[config.mk]
export PLATFORM = sky130hd
export DESIGN_NAME = isb_stream_ctrl_flat
export DESIGN_NICKNAME = d
export VERILOG_FILES = /design/src/rtl/isb_pkg.sv /design/src/rtl/isb_stream_ctrl_if.sv /design/src/rtl/isb_stream_buf.sv /design/src/rtl/isb_stream_ctrl.sv /design/src/flat_wrapper.sv
export SDC_FILE = /design/constraint.sdc
export NUM_CORES = 1
export LEC_CHECK = 0
export ABC_AREA = 1
export BUFFER_PORTS_ARGS = -buffer_cell sky130_fd_sc_hd__buf_2
export CAP_MARGIN = 10
export CORE_MARGIN = 10
export CORE_UTILIZATION = 30
export DETAILED_ROUTE_END_ITERATION = 6
export PLACE_DENSITY = 0.57
export SYNTH_ARGS = -nofsm -noshare
export SYNTH_HDL_FRONTEND = slang
export SYNTH_SLANG_ARGS = --single-unit
[constraint.sdc]
create_clock -name clk -period 3.4 [get_ports clk]
set_clock_uncertainty 0.15 [all_clocks]
set_input_delay 0.85 -clock clk [delete_from_list [all_inputs] [get_ports clk]]
set_output_delay 0.85 -clock clk [all_outputs]
set_load 0.01 [all_outputs]
[src/rtl/isb_pkg.sv]
// Shared widths, defaults and FSM encoding for the ISB stream prefetch controller.
package isb_pkg;

    localparam int unsigned PA_W               = 16;
    localparam int unsigned SA_W               = 32;
    localparam int unsigned STREAM_LEN_DEFAULT = 16;

    typedef enum logic [1:0] {
        ST_IDLE,
        ST_LOOKUP,
        ST_WAIT,
        ST_FULL
    } isb_state_e;

    // A stream ends when the next SA would start a new STREAM_LEN-aligned allocation.
    function automatic logic sa_at_boundary(input logic [SA_W-1:0] sa, input int unsigned len);
        logic [SA_W-1:0] mask;
        mask = SA_W'(len - 1);
        return (sa & mask) == '0;
    endfunction

endpackage

[src/rtl/isb_stream_ctrl_if.sv]
// Trigger, SP-AMC lookup, prefetch issue and demand signals of the stream controller.
interface isb_stream_ctrl_if;
    import isb_pkg::*;

    logic            trig_v;
    logic [SA_W-1:0] trig_sa;
    logic            sp_req_v;
    logic [SA_W-1:0] sp_req_sa;
    logic            sp_rsp_v;
    logic            sp_rsp_hit;
    logic [PA_W-1:0] sp_rsp_pa;
    logic            pf_v;
    logic [PA_W-1:0] pf_addr;
    logic            pf_ready;
    logic            demand_v;
    logic [PA_W-1:0] demand_addr;
    logic            sb_hit;

    modport slave (
        input  trig_v, trig_sa, sp_rsp_v, sp_rsp_hit, sp_rsp_pa, pf_ready,
               demand_v, demand_addr,
        output sp_req_v, sp_req_sa, pf_v, pf_addr, sb_hit
    );

    modport master (
        output trig_v, trig_sa, sp_rsp_v, sp_rsp_hit, sp_rsp_pa, pf_ready,
               demand_v, demand_addr,
        input  sp_req_v, sp_req_sa, pf_v, pf_addr, sb_hit
    );

endinterface

[src/rtl/isb_stream_buf.sv]
// Circular stream buffer: entries are pushed at tail, issued in order, popped at head on a demand hit.
module isb_stream_buf
    import isb_pkg::*;
#(
    parameter int unsigned DEPTH_LOG = 2
) (
    input  logic            clk,
    input  logic            reset,
    input  logic            i_flush,
    input  logic            i_push,
    input  logic [PA_W-1:0] i_push_pa,
    input  logic            i_pf_ready,
    input  logic            i_demand_v,
    input  logic [PA_W-1:0] i_demand_addr,
    output logic            o_pf_v,
    output logic [PA_W-1:0] o_pf_addr,
    output logic            o_sb_hit,
    output logic            o_full,
    output logic            o_one_free
);

    localparam int unsigned      DEPTH    = 2 ** DEPTH_LOG;
    localparam logic [DEPTH_LOG:0] CNT_FULL = (DEPTH_LOG + 1)'(DEPTH);
    localparam logic [DEPTH_LOG:0] CNT_LAST = (DEPTH_LOG + 1)'(DEPTH - 1);

    logic [PA_W-1:0]      r_pa [DEPTH];
    logic [DEPTH-1:0]     r_iss;
    logic [DEPTH_LOG-1:0] r_head;
    logic [DEPTH_LOG-1:0] r_issp;
    logic [DEPTH_LOG-1:0] r_tail;
    logic [DEPTH_LOG:0]   r_count;
    logic [DEPTH_LOG:0]   r_unissued;

    logic w_pop;
    logic w_issue;

    assign o_sb_hit   = i_demand_v && (r_count != '0) && r_iss[r_head] &&
                        (i_demand_addr == r_pa[r_head]);
    assign o_pf_v     = (r_unissued != '0);
    assign o_pf_addr  = o_pf_v ? r_pa[r_issp] : '0;
    assign o_full     = (r_count == CNT_FULL);
    assign o_one_free = (r_count == CNT_LAST);

    assign w_pop   = o_sb_hit;
    assign w_issue = o_pf_v && i_pf_ready;

    // Issue and push never address the same slot: issue targets a held entry, push a free one.
    always_ff @(posedge clk) begin
        if (reset || i_flush) begin
            r_iss      <= '0;
            r_head     <= '0;
            r_issp     <= '0;
            r_tail     <= '0;
            r_count    <= '0;
            r_unissued <= '0;
        end else begin
            if (w_issue) begin
                r_iss[r_issp] <= 1'b1;
                r_issp        <= r_issp + DEPTH_LOG'(1);
            end
            if (i_push) begin
                r_iss[r_tail] <= 1'b0;
                r_pa[r_tail]  <= i_push_pa;
                r_tail        <= r_tail + DEPTH_LOG'(1);
            end
            if (w_pop) begin
                r_head <= r_head + DEPTH_LOG'(1);
            end
            r_count    <= r_count + (DEPTH_LOG + 1)'(i_push) - (DEPTH_LOG + 1)'(w_pop);
            r_unissued <= r_unissued + (DEPTH_LOG + 1)'(i_push) - (DEPTH_LOG + 1)'(w_issue);
        end
    end

endmodule

[src/rtl/isb_stream_ctrl.sv]
// Stream prefetch controller: walks SAs from a trigger, translates via SP-AMC, queues PAs for prefetch.
module isb_stream_ctrl
    import isb_pkg::*;
#(
    parameter int unsigned DEPTH_LOG  = 2,
    parameter int unsigned STREAM_LEN = STREAM_LEN_DEFAULT
) (
    input  logic             clk,
    input  logic             reset,
    isb_stream_ctrl_if.slave bus
);

    isb_state_e      r_state;
    isb_state_e      w_state_nxt;
    logic [SA_W-1:0] r_cur_sa;
    logic [SA_W-1:0] w_cur_sa_nxt;
    logic [SA_W-1:0] w_sa_inc;
    logic            w_push;
    logic            w_flush;
    logic            w_req_v;
    logic            w_pf_v;
    logic [PA_W-1:0] w_pf_addr;
    logic            w_sb_hit;
    logic            w_full;
    logic            w_one_free;

    isb_stream_buf #(
        .DEPTH_LOG(DEPTH_LOG)
    ) u_buf (
        .clk          (clk),
        .reset        (reset),
        .i_flush      (w_flush),
        .i_push       (w_push),
        .i_push_pa    (bus.sp_rsp_pa),
        .i_pf_ready   (bus.pf_ready),
        .i_demand_v   (bus.demand_v),
        .i_demand_addr(bus.demand_addr),
        .o_pf_v       (w_pf_v),
        .o_pf_addr    (w_pf_addr),
        .o_sb_hit     (w_sb_hit),
        .o_full       (w_full),
        .o_one_free   (w_one_free)
    );

    assign w_sa_inc      = r_cur_sa + SA_W'(1);
    assign w_req_v       = (r_state == ST_LOOKUP);
    assign bus.sp_req_v  = w_req_v;
    assign bus.sp_req_sa = w_req_v ? r_cur_sa : '0;
    assign bus.pf_v      = w_pf_v;
    assign bus.pf_addr   = w_pf_addr;
    assign bus.sb_hit    = w_sb_hit;

    always_ff @(posedge clk) begin
        if (reset) begin
            r_state  <= ST_IDLE;
            r_cur_sa <= '0;
        end else begin
            r_state  <= w_state_nxt;
            r_cur_sa <= w_cur_sa_nxt;
        end
    end

    always_comb begin
        w_state_nxt  = r_state;
        w_cur_sa_nxt = r_cur_sa;
        w_push       = 1'b0;
        w_flush      = 1'b0;
        if (bus.trig_v) begin
            w_flush      = 1'b1;
            w_cur_sa_nxt = bus.trig_sa + SA_W'(1);
            w_state_nxt  = ST_LOOKUP;
        end else begin
            case (r_state)
                ST_LOOKUP: w_state_nxt = ST_WAIT;
                ST_WAIT: begin
                    if (bus.sp_rsp_v) begin
                        if (bus.sp_rsp_hit) begin
                            w_push       = 1'b1;
                            w_cur_sa_nxt = w_sa_inc;
                            // A same-cycle pop keeps the count, so only a push into the last slot fills it.
                            if (sa_at_boundary(w_sa_inc, STREAM_LEN)) begin
                                w_state_nxt = ST_IDLE;
                            end else if (w_one_free && !w_sb_hit) begin
                                w_state_nxt = ST_FULL;
                            end else begin
                                w_state_nxt = ST_LOOKUP;
                            end
                        end else begin
                            w_state_nxt = ST_IDLE;
                        end
                    end
                end
                ST_FULL: begin
                    if (!w_full) begin
                        w_state_nxt = ST_LOOKUP;
                    end
                end
                default: w_state_nxt = r_state;
            endcase
        end
    end

endmodule

[src/flat_wrapper.sv]
// flat-port wrapper written by rule: the top's interface ports become plain ports
module isb_stream_ctrl_flat import isb_pkg::*;
#(
    parameter int unsigned DEPTH_LOG  = 2,
    parameter int unsigned STREAM_LEN = STREAM_LEN_DEFAULT
)
  (clk, reset, bus_trig_v, bus_trig_sa, bus_sp_rsp_v, bus_sp_rsp_hit, bus_sp_rsp_pa, bus_pf_ready, bus_demand_v, bus_demand_addr, bus_sp_req_v, bus_sp_req_sa, bus_pf_v, bus_pf_addr, bus_sb_hit);
  isb_stream_ctrl_if bus_i ();
  input  logic clk;
  input  logic reset;
  input wire logic [$bits(bus_i.trig_v)-1:0] bus_trig_v;
  input wire logic [$bits(bus_i.trig_sa)-1:0] bus_trig_sa;
  input wire logic [$bits(bus_i.sp_rsp_v)-1:0] bus_sp_rsp_v;
  input wire logic [$bits(bus_i.sp_rsp_hit)-1:0] bus_sp_rsp_hit;
  input wire logic [$bits(bus_i.sp_rsp_pa)-1:0] bus_sp_rsp_pa;
  input wire logic [$bits(bus_i.pf_ready)-1:0] bus_pf_ready;
  input wire logic [$bits(bus_i.demand_v)-1:0] bus_demand_v;
  input wire logic [$bits(bus_i.demand_addr)-1:0] bus_demand_addr;
  output wire logic [$bits(bus_i.sp_req_v)-1:0] bus_sp_req_v;
  output wire logic [$bits(bus_i.sp_req_sa)-1:0] bus_sp_req_sa;
  output wire logic [$bits(bus_i.pf_v)-1:0] bus_pf_v;
  output wire logic [$bits(bus_i.pf_addr)-1:0] bus_pf_addr;
  output wire logic [$bits(bus_i.sb_hit)-1:0] bus_sb_hit;
  assign bus_i.trig_v = bus_trig_v;
  assign bus_i.trig_sa = bus_trig_sa;
  assign bus_i.sp_rsp_v = bus_sp_rsp_v;
  assign bus_i.sp_rsp_hit = bus_sp_rsp_hit;
  assign bus_i.sp_rsp_pa = bus_sp_rsp_pa;
  assign bus_i.pf_ready = bus_pf_ready;
  assign bus_i.demand_v = bus_demand_v;
  assign bus_i.demand_addr = bus_demand_addr;
  assign bus_sp_req_v = bus_i.sp_req_v;
  assign bus_sp_req_sa = bus_i.sp_req_sa;
  assign bus_pf_v = bus_i.pf_v;
  assign bus_pf_addr = bus_i.pf_addr;
  assign bus_sb_hit = bus_i.sb_hit;
  isb_stream_ctrl #(.DEPTH_LOG(DEPTH_LOG), .STREAM_LEN(STREAM_LEN)) u_core (.clk(clk), .reset(reset), .bus(bus_i));
endmodule
# Word-level counts from Yosys, hierarchy flattened
# Memory sizes are Yosys's and may differ from the RTL's. A register that Yosys moved wholly into a read port is not among the register bits.
# Cells that the tools add are included.
dict set report totals {
  ff_bits 50
  latchBits 0
  ram_bits 64
  mem_bits_ro 0
  elab_cells 92
  mem_count 1
}
# memory depth width read_ports rd_clocked_by_memory_dff wr line
set mem_list {}
lappend mem_list {u_core.u_buf.r_pa 4 16 2 2 1 isb_stream_buf.sv:26} ;# logic [PA_W-1:0] r_pa [DEPTH];
dict set report classes {
  addsub 9
  mul 0
  div_mod_pow 0
  magnitude_cmp 5
  n_eq_ne 10
  n_shift 0
  mux 34
  bitwise_logic 3
  n_reduce_logical 21
}
# cell n
set op_table {}
lappend op_table {{2-to-1 mux 32 bit} 5}
lappend op_table {{adder 32 x 1 -> 32 bit, second input constant} 2}
lappend op_table {{zero test 32 bit} 1}
lappend op_table {{2-to-1 mux 2 bit} 9}
lappend op_table {{== test 16 bit} 1}
lappend op_table {{2-to-1 mux 16 bit} 1}
lappend op_table {{2-to-1 mux 1 bit} 12}
lappend op_table {{2-to-1 mux 4 bit} 3}
lappend op_table {{less-than comparator 2 x 3 -> 1 bit, second input constant} 3}
lappend op_table {{AND reduction 3 bit} 3}
lappend op_table {{nonzero test 3 bit} 3}
lappend op_table {{logical AND 1 bit} 7}
lappend op_table {{adder 2 x 1 -> 2 bit, second input constant} 3}
lappend op_table {{adder 3 x 1 -> 3 bit} 2}
lappend op_table {{inequality test 3 bit, second input constant} 2}
lappend op_table {{case mux 2 bit (3 select lines)} 1}
lappend op_table {{nonzero test 2 bit} 3}
lappend op_table {{subtractor 3 x 1 -> 3 bit} 2}
lappend op_table {{bitwise AND 4 bit} 1}
lappend op_table {{demux 1 bit (select 2 bit)} 2}
lappend op_table {{== test 2 bit, second input constant} 2}
lappend op_table {{greater-or-equal comparator 2 x 1 -> 1 bit, second input constant} 2}
lappend op_table {{inequality test 2 bit, second input constant} 2}
lappend op_table {{NOT 4 bit} 1}
lappend op_table {{9 further kinds} 9}

# Logic depth before layout (Yosys ltp)
dict set report logic_depth {
  word_depth 12
  depth_mapped 20
  mapped_depth_nobuf 18
}

# Cells and area by module
# A second synthesis with hierarchy kept.
dict set report hier_totals {
  hier_cells 1186
  area_unflattened_um2 7968.9
}
# mod instances cells_each area_per_inst_um2 seq_area_each_um2
set modules_own_cells {}
lappend modules_own_cells {isb_stream_buf 1 515 4369.2 2322.2}
lappend modules_own_cells {isb_stream_ctrl 1 671 3599.7 680.7}

# Worst setup path before layout
# No wires, ideal clock.
dict set report synth_path {
  path_type {in2reg}
  start {input bus_demand_v}
  end {register u_core.u_buf.r_count[2]}
  arrival_time_ns 2.956
  required_ns 3.180
  setup_slack_ns 0.223
  stages 15
  n_path_buf 0
  cell_sequence {inv_1 a31oi_1 nand2_1 inv_1 nand3_1 nor2_1 nand3_1 nor4_1 ha_1 inv_1 ha_1 inv_1 fa_1 a21o_1 a21oi_1}
}
dict set report synth_between {
  elab_chain_cells 4
}
# element line
set synth_lines {}
lappend synth_lines {{from (decl)} flat_wrapper.sv:17} ;# input wire logic [$bits(bus_i.demand_v)-1:0] bus_demand_v;
lappend synth_lines {{logical AND 1 bit (3 in series)} isb_stream_buf.sv:37} ;# assign o_sb_hit = i_demand_v && (r_count != '0) && r_iss[r_head] &&
lappend synth_lines {{via bus_sb_hit} flat_wrapper.sv:23} ;# output wire logic [$bits(bus_i.sb_hit)-1:0] bus_sb_hit;
lappend synth_lines {{subtractor 3 x 1 -> 3 bit} isb_stream_buf.sv:69} ;# r_count <= r_count + (DEPTH_LOG + 1)'(i_push) - (DEPTH_LOG + 1)'(w_pop);
lappend synth_lines {{to (signal assigned)} isb_stream_buf.sv:69}
lappend synth_lines {{to (decl)} isb_stream_buf.sv:31} ;# logic [DEPTH_LOG:0] r_count;
# The timed path passes the listed nets, and every way through them passes these cells.
# A chain may end at the register's enable or synchronous reset.

==> results_dict.tcl <==
set metrics [dict create \
    status "finished, final reports clean" \
    yosys-top-cells-area "edfxtp_1 25%, dfxtp_1 14%, nand2_1 14%" \
    drv_cap 0 \
    antenna_cells 0 \
    synth_edf_count 64 \
    cts_setup_buffers 0 \
    worst_slew_pin_slew_ps 936.1 \
    r2r_cells 19 \
    antenna_found_initial 0 \
    worstSetupPathType "reg2out" \
    cts.sinks 118 \
    yosysTopAreaCellShare 0.2478 \
    crit_required_ps 2400 \
    core_mm2 0.02533 \
    syn-cell-area_mm2 0.007756 \
    fin_crit_sh 0.9324 \
    synthFlopType "edfxtp_1" \
    numCtsBuffers 17 \
    grt_use_total 0.1500 \
    synth_nets 1201 \
    ys_seq_area_frac 0.3872 \
    dp_hpwl_um 18970 \
    drv_slew 0 \
    pin_count 122 \
    clk-insertion-delay-late_ps 420 \
    cts_tree "yes" \
    powerDensity_mw_per_mm2 377.3 \
    numPortBuffers 121 \
    gp_congestion 0.9265 \
    cts_root_buf "clkbuf_16" \
    rows 58 \
    critPathCaptureType "output port" \
    ys_types 48 \
    grt_pass1_vias 7498 \
    synth.most_common_cell "nand2_1" \
    viasPerCell 4.860 \
    first_pass_iters 7 \
    drive_above_1_share 0.1655 \
    cp_max_fo 22 \
    fmax_mhz 315.5 \
    hold_viol 0 \
    drt_iter0_drc 651 \
    min_path_type "reg2reg" \
    hold_path_startpoint "u_core.u_buf.r_iss[0]" \
    synth.avg_cell_area_um2 6.962 \
    nets 1325 \
    ir_drop_uv 326.2 \
    fin_crit_ps 3170 \
    p_leak_uw 0.003937 \
    start_util 0.3062 \
    htree_levels 4 \
    utilization 0.3660 \
    holdPathStages 2 \
    worst_slew_margin_rel 0.3753 \
    dpl-instance-area_mm2 0.008728 \
    synth_seq_cells 118 \
    syn_inst 1114 \
    wl_um 24930 \
    startpoint_type "flip-flop" \
    clockBufferDepth 2 \
    drc 0 \
    die_h_um 180.8 \
    r2r_end "u_core.u_buf.r_count[2]" \
    stdcell_area_mm2 0.009269 \
    setup-tns-final_ps 0 \
    cts.clk_slew.worst_paths_ps 50 \
    vias 7684 \
    async_flop_share 0 \
    yosysTopAreaCell "edfxtp_1" \
    hold_ws_ps 327.4 \
    rsz0062_at_grt "no" \
    worstPathArrival_ps 2170 \
    worstHoldEndpoint "u_core.u_buf.r_iss[0]" \
    wl_per_cell_um 15.77 \
    fp.dieW_um 180.8 \
    synth_warnings 0 \
    grt_pass1_wl_um 39880 \
    grt_overflow 0 \
    synthTopCellsByCount "279 x nand2_1, 191 x nor2_1, 110 x inv_1" \
    fillers 2699 \
    area_growth_pct 19.50 \
    reg2reg_slack_ps 440 \
    ant_nets 0 \
    grt_max_degree 33 \
    finalSetupViolations 0 \
    die_area_mm2 0.03269 \
]
==> sequential cells by signal, indices dropped and copies added, names as in the netlist, 3 cells and up, named ones only <==
signal                   count
u_core.r_cur_sa             32
u_core.u_buf.r_count         3
u_core.u_buf.r_iss           4
u_core.u_buf.r_pa           64
u_core.u_buf.r_unissued      3
==> where the power goes <==
group	internal [uW]	leakage [uW]	switching (uW)	total [uW]
clock network	929	0.000248	682	1610
registers	1530	0.00102	32.3	1560
logic	115	0.00267	209	324
==> per-stage QoR <==
stage / power (uW) / worst slack (ps) / instances
after floorplan: 1768 / 223.4 / 1114
after global placement: 1912 / 121.0 / 1549
after detailed placement: 1913 / 53.12 / 1549
after CTS: 3528 / 64.23 / 1581
after global routing: 3639 / 22.22 / 1581
final: 3497 / 230.0 / 1581
==> worst max-delay path by stage <==
stage / startpoint / to
floorplan: bus_demand_v / u_core.u_buf.r_count[2]
global route: flip-flop / bus_sb_hit
finish: flip-flop / bus_sb_hit
global placement: bus_demand_v / u_core.u_buf.r_count[2]
CTS: flip-flop / bus_sb_hit
detailed placement: bus_demand_v / u_core.u_buf.r_count[2]
==> critical path: stages, from the launching register on <==
cell,delay (ps)
dfxtp_2,390
buf_8,190
nand2_1,60
nand3_1,100
nand2_1,60
nand2_1,50
nand2_1,100
inv_2,80
nand3_1,60
nor2_1,110
nand3_1,80
nor4_1,180
buf_4,170
buf_2,140
==> cell families (layout without fill, tap and decap cells) <==
family                     Yosys count  after routing  share of synthesized area
adders and majority gates           16             16                    0.02775
DFF                                118            118                     0.3872
buffers and inverters              158            295                    0.08647
and+or+nand+nor                    659            659                     0.3705
xor gates and xnor gates            29             29                    0.03275
AOI/OAI and AO/OA                  134            134                    0.09534
==> routing by layer <==
metal | wire length (um) | global-route usage | vias up | share of wire
met5 | 0 | 0 | - | 0
met4 | 489 | 0.04724 | 0 | 0.020
met3 | 1686 | 0.03037 | 36 | 0.068
met2 | 11450 | 0.2427 | 257 | 0.46
met1 | 11300 | 0.1958 | 3477 | 0.45
li1 | - | - | 3914 | -
==> repair_timing <==
item                       CTS  global route
setup endpoints to repair    0             2
hold buffers                 0             0
gates resized for setup      0             3
==> layout make-up <==
cell class	instances	area, um2	area share
Multi-Input combinational cell	838	4083	0.4405
Sequential cell	118	3004	0.3241
Tap cell	330	412.9	0.04455
Clock inverter	15	106.4	0.01147
Timing Repair Buffer	143	778.2	0.08396
Clock buffer	17	425.4	0.04590
Inverter	120	459.2	0.04954
==> layout by cell type (no fill, tap or decap), drive strengths merged, types with 7 or more instances in the layout <==
cell	n
nand3	95
a21oi	46
nor4	7
buf	143
nand4	25
xor2	20
clkinv	8
o21ai	62
nand3b	16
clkbuf	17
ha	14
a31oi	9
xnor2	9
dfxtp	54
nor3	32
inv	122
nand2	282
edfxtp	64
nor2	196
(Power assumes the default switching activity.)
